**config.mk**
```make
export PLATFORM = sky130hd
export DESIGN_NAME = traffic_lane
export DESIGN_NICKNAME = d
export VERILOG_FILES = /design/src/rtl/traffic_lane.sv
export SDC_FILE = /design/constraint.sdc
export NUM_CORES = 1
export LEC_CHECK = 0
export CAP_MARGIN = 20
export CORE_ASPECT_RATIO = 2
export CORE_MARGIN = 3
export CORE_UTILIZATION = 40
export CTS_CLUSTER_DIAMETER = 150
export DETAILED_ROUTE_END_ITERATION = 6
export MAX_ROUTING_LAYER = met4
export PLACE_DENSITY = 0.66
export RECOVER_POWER = 25
export SLEW_MARGIN = 40
export SYNTH_ARGS = -nofsm -noshare
export SYNTH_HDL_FRONTEND = slang
export SYNTH_SLANG_ARGS = --single-unit
```
**constraint.sdc**
```tcl
create_clock -name i_Clk -period 6.7 [get_ports i_Clk]
set_input_delay 1.005 -clock i_Clk [delete_from_list [all_inputs] [get_ports i_Clk]]
set_output_delay 1.005 -clock i_Clk [all_outputs]
set_load 0.02 [all_outputs]
```
**src/rtl/traffic_lane.sv**
```systemverilog
// One road lane of NUM_CARS cars that share a step timer, speed and direction.
// Positions wrap modulo GRID_MAX+1. o_step marks the cycle new positions appear; o_hit is registered.
module traffic_lane #(
    parameter int NUM_CARS      = 3,
    parameter int X_W           = 5,
    parameter int GRID_MAX      = 20,
    parameter int CAR_SPEED     = 1,
    parameter int CAR_DIRECTION = 1,
    parameter int TICK_PERIOD   = 6250000,
    parameter int TICK_W        = 23,
    parameter int LEVEL_W       = 2,
    parameter logic [NUM_CARS*X_W-1:0] CAR_STARTS = {5'd14, 5'd7, 5'd0}
) (
    input  logic                    i_Clk,
    input  logic                    i_Reset,
    input  logic                    i_enable,
    input  logic [LEVEL_W-1:0]      i_level,
    input  logic                    i_restart,
    input  logic [X_W-1:0]          i_frog_x,
    input  logic                    i_frog_in_lane,
    output logic [NUM_CARS*X_W-1:0] o_car_x,
    output logic                    o_step,
    output logic                    o_hit
);

    localparam logic [TICK_W-1:0] PERIOD0 = TICK_W'(TICK_PERIOD);
    localparam logic [X_W:0]      SPEED_E = (X_W+1)'(CAR_SPEED);
    localparam logic [X_W:0]      GRID_E  = (X_W+1)'(GRID_MAX);
    localparam logic [X_W:0]      WRAP_E  = (X_W+1)'(GRID_MAX + 1);

    // One column step with modular wrap; the extra bit keeps x+speed from overflowing.
    function automatic logic [X_W-1:0] advance(input logic [X_W-1:0] x);
        logic [X_W:0] xe;
        logic [X_W:0] r;
        xe = {1'b0, x};
        if (CAR_DIRECTION != 0) begin
            r = xe + SPEED_E;
            if (r > GRID_E) begin
                r = r - WRAP_E;
            end
        end else begin
            if (xe < SPEED_E) begin
                r = xe + WRAP_E - SPEED_E;
            end else begin
                r = xe - SPEED_E;
            end
        end
        return X_W'(r);
    endfunction

    logic [NUM_CARS*X_W-1:0] car_q, car_d;
    logic [TICK_W-1:0]       cnt_q, cnt_d;
    logic                    step_q, step_d;
    logic                    hit_q, hit_d;

    logic [TICK_W-1:0]       period_shr;
    logic [TICK_W-1:0]       last_cnt;
    logic                    step_due;
    logic                    any_match;

    // Level shortens the period; a zero result clamps to P=1 (last count 0).
    assign period_shr = PERIOD0 >> i_level;
    assign last_cnt   = (period_shr == '0) ? '0 : period_shr - TICK_W'(1);
    // >= rather than == so a level raised mid-count still fires promptly.
    assign step_due   = i_enable && (cnt_q >= last_cnt);

    always_comb begin
        any_match = 1'b0;
        for (int k = 0; k < NUM_CARS; k++) begin
            if (car_q[k*X_W +: X_W] == i_frog_x) begin
                any_match = 1'b1;
            end
        end
        hit_d = i_frog_in_lane & any_match;
    end

    always_comb begin
        car_d  = car_q;
        cnt_d  = cnt_q;
        step_d = 1'b0;
        if (i_restart) begin
            car_d = CAR_STARTS;
            cnt_d = '0;
        end else if (step_due) begin
            for (int k = 0; k < NUM_CARS; k++) begin
                car_d[k*X_W +: X_W] = advance(car_q[k*X_W +: X_W]);
            end
            cnt_d  = '0;
            step_d = 1'b1;
        end else if (i_enable) begin
            cnt_d = cnt_q + TICK_W'(1);
        end
    end

    always_ff @(posedge i_Clk) begin
        if (i_Reset) begin
            car_q  <= CAR_STARTS;
            cnt_q  <= '0;
            step_q <= 1'b0;
            hit_q  <= 1'b0;
        end else begin
            car_q  <= car_d;
            cnt_q  <= cnt_d;
            step_q <= step_d;
            hit_q  <= hit_d;
        end
    end

    assign o_car_x = car_q;
    assign o_step  = step_q;
    assign o_hit   = hit_q;

endmodule
```
==> results by group <==
Min path
  • Worst Hold Path Cells: 2
  • Min-Delay Startpoint: cnt_q[1]
  • Hold Crit Class: reg -> reg
  • Hold EP: cnt_q[1]

Critical path
  • Critical path endpoint category: register
  • CP max FO: 30
  • Req. time, crit path: 6.84 ns
  • Slowest cell on the critical path: clkdlybuf4s50_1
  • Setup slack, reg-to-reg: 3.97 ns
  • Reg2reg end: cnt_q[20]
  • CP startpoint kind: input port
  • R2r startpoint: cnt_q[13]
  • Critical Path AT: 3.97 ns
  • CP delay by family, top: simple AND/OR/NAND/NOR gates
  • Buf/Inv on CP: 4
  • Critical-path cell list: clkdlybuf4s50_1 -> inv_1 -> nor2_1 -> inv_1 -> ha_1 -> nand4_2 -> nor4_2 -> a211o_1 -> o31ai_2 -> buf_4 -> nand2_1 -> nor2_1
  • CP Class: in -> reg
  • Max stage delay on crit path: 0.56 ns
  • Reg2Reg Depth: 8

STA
  • Total negative slack: 0 ns
  • Fin. max-slew vios: 0
  • Unrepaired setup endpoints after global routing: false
  • Slew @ Worst Pin: 0.666 ns
  • Final min period: 3.83 ns
  • Worst setup margin: 2.87 ns
  • Highest attainable clock frequency: 261 MHz
  • Worst rel slew slack: 55.5%
  • Skew final: 0.00808 ns
  • Period utilisation layout: 57.2%
  • Final setup fails: 0
  • Final Hold Vio Count: 0

Run status
  • Status: finished, final reports clean

Route
  • Met2 WL: 4030 microns
  • Final ANT Viol Nets: 0
  • WL per Instance: 14.5 microns
  • Met1 Wirelength: 2530 microns
  • Vias/cell: 5.65
  • Number of remaining DRC errors: 0
  • Max Used Layer: met4
  • Initial DRT Pass Iterations: 4
  • Wire length on met3: 151 microns
  • Total vias in the final route: 2706
  • Final WL: 6940 microns
  • DRT iter0 DRCs: 131

Flow run
  • Maxcap violations: 0

Synth
  • Yosys reg bits: 40
  • Syn. warnings: 0
  • EDFF count, synth: 0
  • Count leader, synth: nor2_1
  • Top FF cell, synth: dfxtp_1
  • Most instantiated cells after synthesis: nor2_1, dfxtp_1, nand2_1
  • Synth Cell Area: 2900 sq um
  • Top post-synthesis cells by area: dfxtp_1, ha_1, xor2_1
  • Share of the synthesized area in the top cell type: 27.6%
  • Synth area leader: dfxtp_1
  • Unique masters post-synth: 53
  • Ys async rst share: 0%
  • Mean Syn Cell Area: 7.82 sq um
  • Gate Count Post-Synth: 371
  • Post-synthesis sequential area ratio: 27.6%

Layout
  • Nets: 427
  • Diode count: 0
  • Layout area overhead: 17.1%
  • Fillers: 694
  • Utilization after layout: 48.6%
  • Proportion of layout cells with a drive suffix above 1: 4.37%
  • Final Non-Filler Cells: 479

Place
  • Placed cells: 471
  • Port bufs: 28
  • HPWL Detailed: 5490 microns
  • Global placement routability congestion: 0.862
  • Pre-CTS setup slack: 2.61 ns

Clock network
  • Clk pin slew, worst setup/hold paths: 0.06 ns
  • Post-CTS Setup Bufs: 0
  • Clock latency on the worst-skew pair: 0.28 ns
  • Root Buffer: clkbuf_16
  • Post-CTS Hold Buffers: 0
  • CTS Buffer Depth: 2
  • CTS buffer count: 5
  • CTS tree: done
  • CTS H-tree depth: 2
  • CTS resizes: 0
  • Clk sink count: 40

Floorplan
  • Die height: 126 microns
  • Die footprint: 8370 sq um
  • Die W: 66.2 microns
  • Cell Rows: 43
  • Starting density of the core: 41.5%
  • IO Count: 29
  • Core area: 6990 sq um

Global route
  • Overflow after GRT: 0
  • GRT Total Usage: 18.3%
  • Vias in the first global route: 2633
  • Largest net degree at the start of global routing: 31
  • Initial antenna violation count: 0
  • Global-route wire length before repair: 12000 microns

Power and ir drop
  • Worst vdd ir: 0.132 mV
  • P per Cell Area: 164 nW/um^2
  • Lkg Pwr: 1.33 nW
-- flip-flops by register name, summed over array words and instances (netlist names) --
signal and flops:
cnt_q 23, o_car_x 15, o_hit 1, o_step 1
-- through the flow --
step,hold WS [ns],total power [mW],area [sq um]
finish,0.561,0.555,3400
global route,0.597,0.578,3400
CTS,0.569,0.564,3400
detailed placement,0.557,0.280,3220
global placement,0.541,0.279,3220
floorplan,0.485,0.266,2900
-- power by group --
part           internal (mW)  switching, mW  total (mW)
logic                 0.0154         0.0204      0.0359
registers              0.238       0.000608       0.239
clock network          0.186         0.0942       0.281
-- routing by layer --
metal,global-route usage (%),vias up
met5,-,-
met4,7.43,0
met3,2.39,21
met2,35.6,59
met1,17.0,1269
li1,-,1357
-- worst register-to-register path: cells and delay by family (launching register included) --
kind / cells / cell delay [ns]
AND/OR/NAND/NOR: 2 / 0.71
buffers and inverters: 1 / 0.31
adder cells (fa/ha/maj): 1 / 0.32
flip-flops: 1 / 0.46
AO/OA/AOI/OAI: 4 / 0.86
-- how the worst max path moves through the flow --
stage | start | endpoint | slack [ns] | cells after the start
2_1_floorplan | i_level[0] | o_car_x[0] | 3.73 | 12
3_5_place_dp | i_level[0] | cnt_q[20] | 2.61 | 12
4_1_cts | i_level[0] | cnt_q[20] | 2.89 | 12
3_3_place_gp | i_level[1] | cnt_q[12] | 2.69 | 12
6_report | i_level[0] | cnt_q[20] | 2.87 | 12
5_1_grt | i_level[0] | cnt_q[18] | 2.66 | 12
-- cells in the final DEF (no fill, tap or decap), types with 14 or more instances in the layout --
cell type / Yosys / final
inv_1: 15 / 15
nand2_1: 28 / 28
dlygate4sd3_1: 0 / 14
xnor2_1: 16 / 16
clkdlybuf4s50_1: 0 / 14
nand3_1: 26 / 26
dfxtp_1: 40 / 40
a21oi_1: 20 / 20
nor2_1: 42 / 42
ha_1: 27 / 27
o21ai_0: 18 / 18
xor2_1: 23 / 23
-- kinds of logic after synthesis --
group	count (synthesis)	synth area share (%)
AOI/OAI and AO/OA	72	15.8
xor gates and xnor gates	39	11.8
adders and majority gates	28	12.0
buffers and inverters	36	5.18
DFF	40	27.6
muxes	3	1.04
other	2	0.259
and+or+nand+nor	151	26.4
-- layout make-up --
| type | instances | area, sq um | share of cell area (%) |
|---|---|---|---|
| Multi-Input combinational cell | 296 | 1950 | 57.5 |
| Inverter | 15 | 56.3 | 1.66 |
| Clock buffer | 6 | 139 | 4.09 |
| Sequential cell | 40 | 801 | 23.6 |
| Clock inverter | 2 | 38.8 | 1.14 |
| Tap cell | 90 | 113 | 3.32 |
| Timing Repair Buffer | 30 | 295 | 8.70 |
No activity file was read; power rests on OpenSTA's default activity.
